## src/rtl/gb_lcd_scaler.sv

```systemverilog
// Game Boy 160x144 framebuffer to 640x480 VGA pixel stage: integer upscale, centring border, palette.
// Optional LCD grid dimming on the last sub-pixel row/column is enabled by defining GB_SCALER_GRID_EN.
module gb_lcd_scaler #(
    parameter int          GB_W       = 160,
    parameter int          GB_H       = 144,
    parameter int          SCALE      = 3,
    parameter int          H_OFFSET   = 80,
    parameter int          V_OFFSET   = 24,
    parameter logic [23:0] BORDER_RGB = 24'h202020
) (
    input  logic        clock_25_125mhz,
    input  logic        reset,
    input  logic [12:0] x,
    input  logic [12:0] y,
    input  logic        hs_in,
    input  logic        vs_in,
    input  logic        hblank_in,
    input  logic        vblank_in,
    output logic [14:0] fb_addr,
    output logic        fb_rd,
    input  logic [1:0]  fb_data,
    output logic        hs,
    output logic        vs,
    output logic        blank_n,
    output logic [7:0]  r,
    output logic [7:0]  g,
    output logic [7:0]  b
);

    localparam int CW = $clog2(GB_W);
    localparam int SW = (SCALE > 1) ? $clog2(SCALE) : 1;

    localparam logic [12:0]   X_PRE    = 13'(H_OFFSET - 1);
    localparam logic [12:0]   X_FIRST  = 13'(H_OFFSET);
    localparam logic [12:0]   X_LAST   = 13'(H_OFFSET + GB_W * SCALE - 1);
    localparam logic [12:0]   X_END    = 13'(H_OFFSET + GB_W * SCALE);
    localparam logic [12:0]   Y_FIRST  = 13'(V_OFFSET);
    localparam logic [12:0]   Y_END    = 13'(V_OFFSET + GB_H * SCALE);
    localparam logic [CW-1:0] COL_LAST = CW'(GB_W - 1);
    localparam logic [SW-1:0] SUB_LAST = SW'(SCALE - 1);
    localparam logic [14:0]   ROW_STEP = 15'(GB_W);
    localparam logic [14:0]   ROW_LAST = 15'((GB_H - 1) * GB_W);

    function automatic logic [23:0] palette(input logic [1:0] shade);
        case (shade)
            2'd0:    palette = 24'hE0F8D0;
            2'd1:    palette = 24'h88C070;
            2'd2:    palette = 24'h346856;
            default: palette = 24'h081820;
        endcase
    endfunction

    logic          line_in_win;
    logic          in_win;
    logic          visible;
    logic [CW-1:0] col;
    logic [SW-1:0] sub_x;
    logic [14:0]   row_base;
    logic [SW-1:0] sub_y;

    always_comb begin
        line_in_win = (y >= Y_FIRST) && (y < Y_END);
        in_win      = line_in_win && (x >= X_FIRST) && (x < X_END);
        visible     = hblank_in & vblank_in;
    end

    // Counters track the source pixel under the current x/y, so addressing needs only adds.
    // NOTE: every clocked block uses <= so all registers sample pre-edge values together.
    always_ff @(posedge clock_25_125mhz or posedge reset) begin
        if (reset) begin
            col      <= '0;
            sub_x    <= '0;
            row_base <= '0;
            sub_y    <= '0;
        end else begin
            if (x == X_PRE) begin
                col   <= '0;
                sub_x <= '0;
            end else if (in_win) begin
                if (sub_x == SUB_LAST) begin
                    sub_x <= '0;
                    if (col != COL_LAST) col <= col + 1'b1;
                end else begin
                    sub_x <= sub_x + 1'b1;
                end
            end

            if (y < Y_FIRST) begin
                row_base <= '0;
                sub_y    <= '0;
            end else if (line_in_win && (x == X_LAST)) begin
                if (sub_y == SUB_LAST) begin
                    sub_y <= '0;
                    if (row_base != ROW_LAST) row_base <= row_base + ROW_STEP;
                end else begin
                    sub_y <= sub_y + 1'b1;
                end
            end
        end
    end

    logic win1, vis1, hs1, vs1;
    logic win2, vis2, hs2, vs2;
`ifdef GB_SCALER_GRID_EN
    logic grid1, grid2;
`endif

    // S1 issues the read; S2 waits for the RAM; fb_addr holds outside the window.
    always_ff @(posedge clock_25_125mhz or posedge reset) begin
        if (reset) begin
            fb_addr <= '0;
            fb_rd   <= 1'b0;
            win1    <= 1'b0;
            vis1    <= 1'b0;
            hs1     <= 1'b1;
            vs1     <= 1'b1;
            win2    <= 1'b0;
            vis2    <= 1'b0;
            hs2     <= 1'b1;
            vs2     <= 1'b1;
`ifdef GB_SCALER_GRID_EN
            grid1   <= 1'b0;
            grid2   <= 1'b0;
`endif
        end else begin
            fb_rd <= in_win;
            if (in_win) fb_addr <= row_base + 15'(col);
            win1  <= in_win;
            vis1  <= visible;
            hs1   <= hs_in;
            vs1   <= vs_in;
            win2  <= win1;
            vis2  <= vis1;
            hs2   <= hs1;
            vs2   <= vs1;
`ifdef GB_SCALER_GRID_EN
            grid1 <= (sub_x == SUB_LAST) || (sub_y == SUB_LAST);
            grid2 <= grid1;
`endif
        end
    end

    logic [23:0] pix;
    logic [23:0] rgb_next;

    // NOTE: defaults first in always_comb so no path leaves a variable unassigned (no latch).
    always_comb begin
        pix = palette(fb_data);
`ifdef GB_SCALER_GRID_EN
        if (grid2) pix = {1'b0, pix[23:17], 1'b0, pix[15:9], 1'b0, pix[7:1]};
`endif
        if (!vis2)      rgb_next = 24'h000000;
        else if (!win2) rgb_next = BORDER_RGB;
        else            rgb_next = pix;
    end

    always_ff @(posedge clock_25_125mhz or posedge reset) begin
        if (reset) begin
            r       <= '0;
            g       <= '0;
            b       <= '0;
            hs      <= 1'b1;
            vs      <= 1'b1;
            blank_n <= 1'b0;
        end else begin
            r       <= rgb_next[23:16];
            g       <= rgb_next[15:8];
            b       <= rgb_next[7:0];
            hs      <= hs2;
            vs      <= vs2;
            blank_n <= vis2;
        end
    end

endmodule

```

## config.mk

```make
export PLATFORM = sky130hd
export DESIGN_NAME = gb_lcd_scaler
export DESIGN_NICKNAME = d
export VERILOG_FILES = /design/src/rtl/gb_lcd_scaler.sv
export SDC_FILE = /design/constraint.sdc
export NUM_CORES = 1
export LEC_CHECK = 0
export CORE_UTILIZATION = 52
export DETAILED_ROUTE_END_ITERATION = 6
export PLACE_DENSITY = 0.86
export SETUP_SLACK_MARGIN = 0.15
export SLEW_MARGIN = 20
export SYNTH_ARGS = -nofsm -noshare
export SYNTH_HDL_FRONTEND = slang
export SYNTH_SLANG_ARGS = --single-unit
```

## constraint.sdc

```tcl
create_clock -name clock_25_125mhz -period 4.05 [get_ports clock_25_125mhz]
set_input_delay 0.6075 -clock clock_25_125mhz [delete_from_list [all_inputs] [get_ports clock_25_125mhz]]
set_output_delay 0.6075 -clock clock_25_125mhz [all_outputs]
set_load 0.005 [all_outputs]
```

==> impl_metrics.py <==
metrics = {
    "global_routing": {
        "antenna_found_initial": 0,
        "grt_util_all_layers": 0.218,
        "grt_max_degree": 53,
        "overflow": 0,
        "grt_pass1_vias": 2281,
        "grt_pass1_wl_um": 10100,
    },
    "hold_path": {
        "hold_path.class": "flip-flop to flip-flop",
        "hp-start": "vis1",
    },
    "routing": {
        "first_pass_iters": 4,
        "routed_wl_um": 5830,
        "wire_per_inst_um": 13.7,
        "via_per_inst": 5.64,
        "drt_iter0_markers": 80,
        "drc": 0,
        "vias": 2395,
        "detail-route-antenna-nets": 0,
    },
    "place": {
        "numPlacedInstances": 409,
        "place_ws_ns": 0.862,
        "place_area_sq_um": 3540,
        "port_buffers": 66,
        "hpwl_um": 4150,
        "gp_congestion": 0.850,
    },
    "cts": {
        "cts_root_buf": "clkbuf_8",
        "clk_path_buf_depth": 2,
        "postCtsHoldBufs": 0,
        "cts.clk_slew.worst_paths_ns": 0.06,
        "h-tree-depth": 3,
        "tritoncts": "yes",
        "cts.repair.resized": 0,
        "cts_buffers": 9,
        "clock_latency_ns": 0.33,
        "clkSinkCount": 57,
        "post_cts_buffers": 0,
    },
    "synthesis": {
        "ys_ff_latch": 57,
        "postSynthAreaPerCell_sq_um": 10.0,
        "netlist_instances": 291,
        "synthArstFlopShare": 1.00,
        "synth-edff-count": 0,
        "ys_seq_area_frac": 0.492,
        "yosysWarnings": 0,
        "syn_area_sq_um": 2920,
        "synth.distinct_cells": 49,
        "synth_flop_cell": "dfrtp_1",
    },
    "timing": {
        "drv_slew": 0,
        "worst_pin_slew_ns": 0.860,
        "layout_min_cycle_time_ns": 2.84,
        "max_slew_margin": 0.426,
        "tns_ns": 0,
        "skew_ns": 0.00515,
        "fin_crit_sh": 0.701,
        "worst_slack_ns": 1.21,
        "rsz0062_at_grt": "false",
        "max_freq_mhz": 352,
        "finalSetupViolCount": 0,
        "finalHoldViolations": 0,
    },
    "worst_setup_path": {
        "start_kind": "primary input",
        "critical_path_class": "primary input to flip-flop",
        "rrSetupSlack_ns": 1.79,
        "required_ns": 4.26,
        "crit_path_end_kind": "flip-flop",
        "worstReg2RegStart": "row_base[9]",
        "critPathArrivalTime_ns": 3.05,
        "crit_fanout": 28,
        "crit_start": "y[8]",
    },
    "cells_and_area": {
        "nets": 396,
        "syn2layout_area_growth_pct": 28.3,
        "postLayoutCoreUtil": 0.714,
        "design_area_sq_um": 3740,
        "stdcell_count": 425,
        "fill_cells": 378,
        "final_layout_size_suffix_gt1_frac": 0.0873,
        "antennaDiodeCount": 0,
    },
    "floorplanning": {
        "initial_core_util": 0.557,
        "core-area_sq_um": 5240,
        "die_h_um": 76.9,
        "dieArea_sq_um": 5910,
        "row_count": 26,
        "top_level_ports": 77,
        "die_x_um": 76.9,
    },
    "status": {
        "outcome": "finished clean",
    },
    "job": {
        "drv_cap": 0,
    },
    "pwr": {
        "leakage_uw": 0.00162,
        "p_per_area_nw_per_um2": 319,
        "ir_worst_vdd_uv": 174,
    },
}
## flip-flops by register name, indices dropped and copies added, names as in the netlist
signal and cells:
row_base 10, sub_y 2, sub_x 2, vis1 1
vs2 1, col 8, b 3, hs2 1
hs 1, blank_n 1, g 3, vis2 1
fb_addr 15, vs 1, r 3, win2 1
vs1 1, win1 1, hs1 1
## cell usage in the layout (no fill, tap or decap), drive strengths merged, types with 2 or more instances in the layout
cell type	instances
nand2b	5
and3	5
or3	6
and4	2
mux2i	5
or4	8
nand2	34
clkbuf	13
o311ai	3
xnor2	4
inv	4
ha	12
nor3	7
conb	8
dfstp	6
nor2b	2
nor2	20
o21ai	21
o31ai	2
a21boi	2
a31oi	2
o211ai	4
clkdlybuf4s50	66
dfrtp	51
nand3	6
a21oi	12
and2	3
buf	2
o41ai	2
clkinv	3
nand4	9
nor4	3
xor2	7
mux2	3
nor4bb	2
## path summary, 6_finish.rpt
check,end,cells past startpoint
min,vis2,0
max,fb_addr[14],7
min reg2reg,vis2,0
max in group asynchronous,hs2,3
min in group asynchronous,fb_addr[4],2
max reg2reg,row_base[10],5
## routing by layer
layer | wire [um] | track usage
met5 | 0 | 0
met4 | 84 | 0.110
met3 | 284 | 0.0440
met2 | 3000 | 0.372
met1 | 2450 | 0.261
## report_power, final
group | switching [uW] | leakage, uW | internal (uW)
Sequential | 7.04 | 0.000769 | 582
Combinational | 32.1 | 0.000752 | 44.6
Clock | 211 | 0.000103 | 316
## layout make-up
cell class / instances / area [sq um] / share of cell area
timing repair buffer: 68 / 676 / 0.181
inverter: 5 / 20.0 / 0.00535
multi-input combinational: 209 / 1330 / 0.354
clock buffer: 13 / 159 / 0.0425
sequential: 57 / 1430 / 0.383
tap: 70 / 87.6 / 0.0234
clock inverter: 3 / 40.0 / 0.0107
## Yosys cell counts, drive strengths merged (6+ instances only)
master	instances	area (sq um)
buf	22	145
a21oi	12	60.1
or3	6	37.5
ha	12	150
nor3	7	40.0
xor2	7	61.3
dfstp	6	158
nand4	9	56.3
nor2	20	75.1
or4	8	60.1
nand2	34	128
o21ai	21	105
nand3	6	30.0
dfrtp	51	1280
## cell families after synthesis
| logic type | count (synthesis) | synth area share |
|---|---|---|
| adders and majority gates | 12 | 0.0515 |
| muxes | 8 | 0.0288 |
| AOI/OAI and AO/OA | 54 | 0.116 |
| other | 1 | 0.00129 |
| xor gates and xnor gates | 11 | 0.0330 |
| and+or+nand+nor | 116 | 0.215 |
| DFF | 57 | 0.492 |
| buffers and inverters | 32 | 0.0627 |
## metrics by stage
stage	hold WS [ns]	power [uW]
after floorplan	0.331	629
after global placement	0.339	674
after detailed placement	0.339	677
after CTS	0.352	1200
after global routing	0.358	1230
final	0.347	1190
## worst max-delay path: stages
cell             delay, ns
clkdlybuf4s50_1       0.43
or4_1                 0.51
a21oi_1               0.35
a211o_1               0.64
buf_4                 0.31
inv_1                 0.07
a2bb2oi_1             0.12
Power figures use the tool's default switching activity.
